--- src/rtl/serial_word_assembler_pkg.sv ---
// Shared types and width helpers for the serial word assembler slice.
package serial_pkg;

    localparam int N_DEFAULT = 3;

    typedef enum logic {IDLE, COLLECT} asm_state_t;

    // Word width is always 2**N so the bit counter wraps naturally at W.
    function automatic int word_width(input int n);
        return 2 ** n;
    endfunction

endpackage

--- src/rtl/serial_word_assembler_if.sv ---
// Bit-serial input stream plus assembled-word output stream.
interface serial_word_assembler_if
    import serial_pkg::*;
#(
    parameter int N = N_DEFAULT
);

    logic                      in_valid;
    logic                      in_data;
    logic                      in_ready;
    logic                      msb_first;
    logic                      flush;
    logic                      out_valid;
    logic [word_width(N)-1:0]  out_data;
    logic                      out_ready;
    logic                      busy;

    modport master (
        output in_valid, in_data, msb_first, flush, out_ready,
        input  in_ready, out_valid, out_data, busy
    );

    modport slave (
        input  in_valid, in_data, msb_first, flush, out_ready,
        output in_ready, out_valid, out_data, busy
    );

endinterface

--- src/rtl/serial_word_assembler_mirror.sv ---
// Combinational bit reversal of a 2**N-bit word.
module bit_mirror
    import serial_pkg::*;
#(
    parameter int N = N_DEFAULT
) (
    input  logic [word_width(N)-1:0] in_i,
    output logic [word_width(N)-1:0] out_o
);

    localparam int W = word_width(N);

    for (genvar i = 0; i < W; i++) begin : g_rev
        assign out_o[i] = in_i[W-1-i];
    end

endmodule

--- src/rtl/serial_word_assembler.sv ---
// Serial-to-parallel receiver: collects W bits, emits them as one word in
// the bit order chosen when the word's first bit arrived.
module serial_word_assembler
    import serial_pkg::*;
#(
    parameter int N = N_DEFAULT
) (
    input  logic                    clk,
    input  logic                    reset_n,
    serial_word_assembler_if.slave  bus
);

    localparam int           W          = word_width(N);
    localparam logic [N-1:0] LAST_COUNT = N'(W - 1);

    asm_state_t     state_q;
    logic [N-1:0]   count_q;
    logic [W-1:0]   sr_q;
    logic [W-1:0]   sr_d;
    logic [W-1:0]   sr_mirror;
    logic           order_q;
    logic           busy_q;
    logic           out_valid_q;
    logic [W-1:0]   out_data_q;
    logic [W-1:0]   out_data_d;
    logic           in_ready;
    logic           accept;
    logic           last_bit;

    assign last_bit = (count_q == LAST_COUNT);
    assign in_ready = ~(last_bit && out_valid_q && !bus.out_ready);
    assign accept   = bus.in_valid && in_ready;

    assign sr_d       = (sr_q << 1) | W'(bus.in_data);
    assign out_data_d = order_q ? sr_d : sr_mirror;

    bit_mirror #(.N(N)) u_mirror (
        .in_i  (sr_d),
        .out_o (sr_mirror)
    );

    assign bus.in_ready  = in_ready;
    assign bus.out_valid = out_valid_q;
    assign bus.out_data  = out_data_q;
    assign bus.busy      = busy_q;

    // Collection FSM, bit counter, shift register and output word register.
    always_ff @(posedge clk) begin
        if (!reset_n) begin
            state_q     <= IDLE;
            count_q     <= '0;
            sr_q        <= '0;
            order_q     <= 1'b0;
            busy_q      <= 1'b0;
            out_valid_q <= 1'b0;
            out_data_q  <= '0;
        end else begin
            if (out_valid_q && bus.out_ready) begin
                out_valid_q <= 1'b0;
            end
            if (bus.flush) begin
                state_q <= IDLE;
                count_q <= '0;
                sr_q    <= '0;
                busy_q  <= 1'b0;
            end else if (accept) begin
                sr_q    <= sr_d;
                count_q <= count_q + 1'b1;
                if (state_q == IDLE) begin
                    order_q <= bus.msb_first;
                end
                if (last_bit) begin
                    state_q     <= IDLE;
                    busy_q      <= 1'b0;
                    out_valid_q <= 1'b1;
                    out_data_q  <= out_data_d;
                end else begin
                    state_q <= COLLECT;
                    busy_q  <= 1'b1;
                end
            end
        end
    end

endmodule

--- src/flat_wrapper.sv ---
// flat-port wrapper written by rule: the top's interface ports become plain ports
module serial_word_assembler_flat import serial_pkg::*;
#(
    parameter int N = N_DEFAULT
)
  (clk, reset_n, bus_in_valid, bus_in_data, bus_msb_first, bus_flush, bus_out_ready, bus_in_ready, bus_out_valid, bus_out_data, bus_busy);
  serial_word_assembler_if #(.N(N)) bus_i ();
  input  logic clk;
  input  logic reset_n;
  input wire logic [$bits(bus_i.in_valid)-1:0] bus_in_valid;
  input wire logic [$bits(bus_i.in_data)-1:0] bus_in_data;
  input wire logic [$bits(bus_i.msb_first)-1:0] bus_msb_first;
  input wire logic [$bits(bus_i.flush)-1:0] bus_flush;
  input wire logic [$bits(bus_i.out_ready)-1:0] bus_out_ready;
  output wire logic [$bits(bus_i.in_ready)-1:0] bus_in_ready;
  output wire logic [$bits(bus_i.out_valid)-1:0] bus_out_valid;
  output wire logic [$bits(bus_i.out_data)-1:0] bus_out_data;
  output wire logic [$bits(bus_i.busy)-1:0] bus_busy;
  assign bus_i.in_valid = bus_in_valid;
  assign bus_i.in_data = bus_in_data;
  assign bus_i.msb_first = bus_msb_first;
  assign bus_i.flush = bus_flush;
  assign bus_i.out_ready = bus_out_ready;
  assign bus_in_ready = bus_i.in_ready;
  assign bus_out_valid = bus_i.out_valid;
  assign bus_out_data = bus_i.out_data;
  assign bus_busy = bus_i.busy;
  serial_word_assembler #(.N(N)) u_core (.clk(clk), .reset_n(reset_n), .bus(bus_i));
endmodule
--- config.mk ---
export PLATFORM = sky130hd
export DESIGN_NAME = serial_word_assembler_flat
export DESIGN_NICKNAME = d
export VERILOG_FILES = /design/src/rtl/serial_word_assembler_pkg.sv /design/src/rtl/serial_word_assembler_if.sv /design/src/rtl/serial_word_assembler_mirror.sv /design/src/rtl/serial_word_assembler.sv /design/src/flat_wrapper.sv
export SDC_FILE = /design/constraint.sdc
export NUM_CORES = 1
export LEC_CHECK = 0
export CAP_MARGIN = 20
export CORE_ASPECT_RATIO = 1.4
export CORE_MARGIN = 2
export CORE_UTILIZATION = 49
export DETAILED_ROUTE_END_ITERATION = 8
export MAX_ROUTING_LAYER = met4
export PLACE_DENSITY = 0.72
export SYNTH_ARGS = -nofsm -noshare
export SYNTH_HDL_FRONTEND = slang
export SYNTH_SLANG_ARGS = --single-unit
--- constraint.sdc ---
create_clock -name clk -period 2.9 [get_ports clk]
set_input_delay 0.29 -clock clk [delete_from_list [all_inputs] [get_ports clk]]
set_output_delay 0.29 -clock clk [all_outputs]
set_load 0.005 [all_outputs]
### Word level (Yosys, flattened, before mapping)

Index checks and enable logic that the tools add are counted.

* word-level logic and storage cells: 27
* memory bits (writable): 0
* latch bits: 0
* register bits: 21
* memories: 0
* ROM bits: 0

* shift operators: 0
* $mul: 0
* $add $sub $neg: 1
* $lt $le $gt $ge: 0
* multiplexer cells: 6
* bitwise gates (word level): 5
* equal/unequal tests: 1
* reduce and logical (&&, ||, !) cells: 8
* divide/modulo/power cells: 0

Operators with widths (count)
* 8-bit 2-to-1 mux: 1
* 8-bit by 1-bit bitwise OR with 8-bit output: 1
* 3-bit AND reduction: 2
* 1-bit 2-to-1 mux: 5
* 1-bit logical AND: 4
* 1-bit NOT: 4
* 3-bit by 1-bit adder with 3-bit output, second input constant: 1
* 3-bit == test, second input constant: 1
* 2-bit OR reduction: 1
* 1-bit zero test: 1

### Logic depth before layout (Yosys ltp)

* depth in word-level cells: 7
* depth in mapped cells: 7
* depth with buffers taken out: 5

### Hierarchy

A second synthesis with hierarchy kept.

* cell total of the unflattened synthesis: 100
* area total of the unflattened synthesis: 1007.2 um^2

Modules (own cells, without submodules)
* serial_word_assembler: seq. area each 420.4 um^2, times used 1, area each 947.2 um^2, cells an instance 92
* bit_mirror: seq. area each 0.0 um^2, times used 1, area each 60.1 um^2, cells an instance 8

### Least setup slack after synthesis

Ideal clock, no wire load.

* kind: reg-to-reg
* start point: register u_core.count_q[0]
* end point: register u_core.out_data_q[0] (netlist: u_core.bus.out_data[0])
* path buffers: 2
* stages on the path, launching flop included: 8
* clock period less this slack: 1.550 ns
* setup slack: 1.350 ns
* arrival time: 1.434 ns
* library setup time: 0.116 ns
* data required time: 2.784 ns
* cells stage by stage: dfxtp_1 > ha_1 > ha_1 > and3b_1 > buf_6 > and2_4 > buf_6 > o211a_1

* longest elaborated chain between the ends: 6

RTL lines
* from (decl): RTL line serial_word_assembler.sv:17 `logic [N-1:0] count_q;`
* from (signal assigned): RTL line serial_word_assembler.sv:68 `count_q <= count_q + 1'b1;`
* 3-bit == test (*): RTL line serial_word_assembler.sv:30 `assign last_bit = (count_q == LAST_COUNT);`
* 1-bit logical AND (2 in series): RTL line serial_word_assembler.sv:31 `assign in_ready = ~(last_bit && out_valid_q && !bus.out_ready);`
* 1-bit NOT: RTL line serial_word_assembler.sv:31
* 1-bit logical AND: RTL line serial_word_assembler.sv:32 `assign accept = bus.in_valid && in_ready;`
* 3-bit AND reduction (no source line) (*)
* to (signal assigned): RTL line serial_word_assembler.sv:76 `out_data_q <= out_data_d;`
* to (decl): RTL line serial_word_assembler.sv:24 `logic [W-1:0] out_data_q;`

Every way passes the cells marked *; elsewhere a longest branch is shown, timed or not.
A chain may end at the register's enable or synchronous reset.

### Worst setup path in the final report

* start point: register u_core.count_q[0]
* end point: output bus_in_ready

* longest elaborated chain between the ends: 4

RTL lines
* 3-bit == test: RTL line serial_word_assembler.sv:30
* 1-bit logical AND (2 in series): RTL line serial_word_assembler.sv:31
* 1-bit NOT: RTL line serial_word_assembler.sv:31
* to (decl): RTL line flat_wrapper.sv:15 `output wire logic [$bits(bus_i.in_ready)-1:0] bus_in_ready;`

No other way between the ends.

==> qor.yml <==
holdPathStages: 2
core_area_um2: 1800
drv_slew: 0
die_y_um: 56.0
h-tree-depth: 1
post-place-ws_ps: 1140
syn-num-nets: 101
path_common_cell: "ha_1"
clkPwrFrac: 0.291
status: "completed"
place.gp.congestion: 0.696
start_kind: "flip-flop"
p_per_area_nw_per_um2: 409
cap_violations: 0
hold_viol_final: 0
fin_area_um2: 1130
worst_path_largest_cell_delay_ps: 540
vias: 701
min-delay-start: "u_core.count_q[2]"
antenna_found_initial: 0
fin_cells: 128
ys_types: 22
firstDrtPassIters: 4
reg2reg_depth: 5
dpl.hpwl_um: 1270
power.total_mw: 0.463
fin_ws_ps: 880
grt_pass1_vias: 638
fin_setup_tns_ps: 0
ys_ff_latch: 21
synthCells: 92
grt_pass1_wl_um: 2700
grt_max_degree: 16
arrival_ps: 1730
p_switching_mw: 0.102
path_cells: "ha_1 > ha_1 > nand3b_1 > clkdlybuf4s50_1"
cp-end-kind: "output port"
rrSetupSlack_ps: 1310
syn-cell-area_um2: 947
tightest_slew_ps: 442
drt_iter0_markers: 2
timing.rr.end: "u_core.bus.out_data[5]"
cts_setup_buffers: 0
post_drt_wl_per_cell_um: 13.1
dieArea_um2: 2310
leakage_nw: 0.538
fin_crit_ps: 2020
yosysSeqAreaShare: 0.444
diodes: 0
slowest_stage: "clkdlybuf4s50_1"
postCtsResizedCells: 0
root_buffer: "clkbuf_4"
clkTransAtPathRegs_ps: 110
intPower_mw: 0.361
clkSinkCount: 21
drc_errors: 0
clock.fmax_ghz: 0.495
whs_ps: 468
finalSetupViolCount: 0
slew_headroom: 0.705
min_period_over_period: 0.696
crit_fanout: 4
hold_path_end: "u_core.count_q[2]"
grtUsageTotal: 0.168
ioPinCount: 18
r2r-start: "u_core.count_q[0]"
post-route-util: 0.629
power_frac_comb: 0.071
tritoncts: "done"
switching_share: 0.220
syn_to_final_growth_pct: 19.7
ctsLongestPathBuffers: 2
critPathKind: "flip-flop to output port"
grt-ovfl-total: 0
p_seq_frac: 0.637
die_w_um: 41.2
hold_buffers: 0
fin_nets: 118
placed_cells: 124
rsz0062_at_grt: "false"
ant_nets: 0
ys_warn_count: 0
row_count: 18
port-buffer-count: 17
required_ps: 2610
drive_above_1_share: 0.0648
initial_core_util: 0.526
syn_avg_cell_area_um2: 10.3
numCtsBuffers: 3
placedInstanceArea_um2: 1110
fin_skew_ps: 2.39
routed_wl_um: 1670
insertion_delay_ps: 290
hold_path.class: "flip-flop to flip-flop"
vias_per_cell: 5.48
ir_drop_v: 0.000390
cell usage after synthesis:
library cell,count,share of area
buf_2,2,0.011
inv_1,1,0.0040
nand3_1,8,0.042
ha_1,2,0.026
buf_6,2,0.024
o211a_1,8,0.085
nand2_1,14,0.055
buf_4,1,0.0079
and3b_1,1,0.0092
a41o_1,1,0.011
nor3b_1,1,0.0079
clkbuf_1,1,0.0040
nor2b_1,2,0.013
o21a_1,2,0.016
a21boi_0,1,0.0079
nand2_2,1,0.0066
nand3b_1,1,0.0079
a21oi_1,1,0.0053
and2_4,1,0.0092
dfxtp_1,21,0.44
mux2i_1,18,0.19
nand2b_1,2,0.013
cells in the final DEF, fill, tap and decap left out:
| cell | Yosys | routed |
|---|---|---|
| nand3_1 | 8 | 8 |
| ha_1 | 2 | 2 |
| buf_4 | 1 | 1 |
| nand2b_1 | 2 | 2 |
| mux2i_1 | 18 | 18 |
| nand2_1 | 14 | 14 |
| inv_1 | 1 | 1 |
| a41o_1 | 1 | 1 |
| nor3b_1 | 1 | 1 |
| nand2_2 | 1 | 1 |
| dfxtp_1 | 21 | 21 |
| clkdlybuf4s50_1 | 0 | 17 |
| clkinv_2 | 0 | 1 |
| and3b_1 | 1 | 1 |
| nand3b_1 | 1 | 1 |
| o21a_1 | 2 | 2 |
| and2_4 | 1 | 1 |
| a21oi_1 | 1 | 1 |
| clkbuf_4 | 0 | 3 |
| o211a_1 | 8 | 8 |
| a21boi_0 | 1 | 1 |
| nor2b_1 | 2 | 2 |
worst max-delay path: cells and delay by family (launching register included):
kind / cells / cell delay, ps
fa+ha+maj: 2 / 400
simple gates: 1 / 160
flops: 1 / 340
buf+inv: 1 / 540
routing by layer:
metal	track usage	routed length, um	vias to the layer above	share of wire
met1	0.211	790	330	0.47
met4	0.0691	19	0	0.011
met3	0.0240	33	2	0.020
met5	-	0	-	0
li1	-	-	359	-
met2	0.259	829	10	0.50
flip-flops by register name, indices dropped and copies added, names as in the netlist:
name                  flops
u_core.bus.out_valid      1
u_core.count_q            3
u_core.order_q            1
u_core.bus.out_data       8
u_core.state_q            1
u_core.sr_q               7
cell families (layout without fill, tap and decap cells):
kind of cell | Yosys count | after routing | synth area share
DFF | 21 | 21 | 0.444
buffers and inverters | 7 | 23 | 0.0502
and+or+nand+nor | 31 | 31 | 0.165
AOI/OAI and AO/OA | 13 | 13 | 0.124
muxes | 18 | 18 | 0.190
adders and majority gates | 2 | 2 | 0.0264
how the worst max path moves through the flow:
stage / end / slack (ps) / cells past startpoint / from
4_1_cts: bus_in_ready / 860 / 4 / u_core.count_q[0]
3_3_place_gp: bus_in_ready / 1160 / 3 / bus_out_ready
3_5_place_dp: bus_in_ready / 1140 / 3 / bus_out_ready
2_1_floorplan: u_core.bus.out_data[0] / 1350 / 7 / u_core.count_q[0]
5_1_grt: bus_in_ready / 790 / 4 / u_core.count_q[0]
6_report: bus_in_ready / 880 / 4 / u_core.count_q[0]
layout make-up:
cell class / count / area, um^2
clock inverter: 1 / 5.00
fill: 172 / 668
timing repair buffer: 18 / 178
sequential: 21 / 420
inverter: 1 / 3.75
clock buffer: 3 / 22.5
multi-input combinational: 64 / 479
tap: 20 / 25.0
power by group through the flow:
stage | registers (mW) | clock network [mW] | logic [mW]
final | 0.295 | 0.135 | 0.0331
after global routing | 0.296 | 0.149 | 0.0363
after detailed placement | 0.302 | 0 | 0.0332
after floorplan | 0.299 | 0 | 0.0217
after global placement | 0.301 | 0 | 0.0328
after CTS | 0.295 | 0.142 | 0.0335
(Power assumes the default switching activity.)
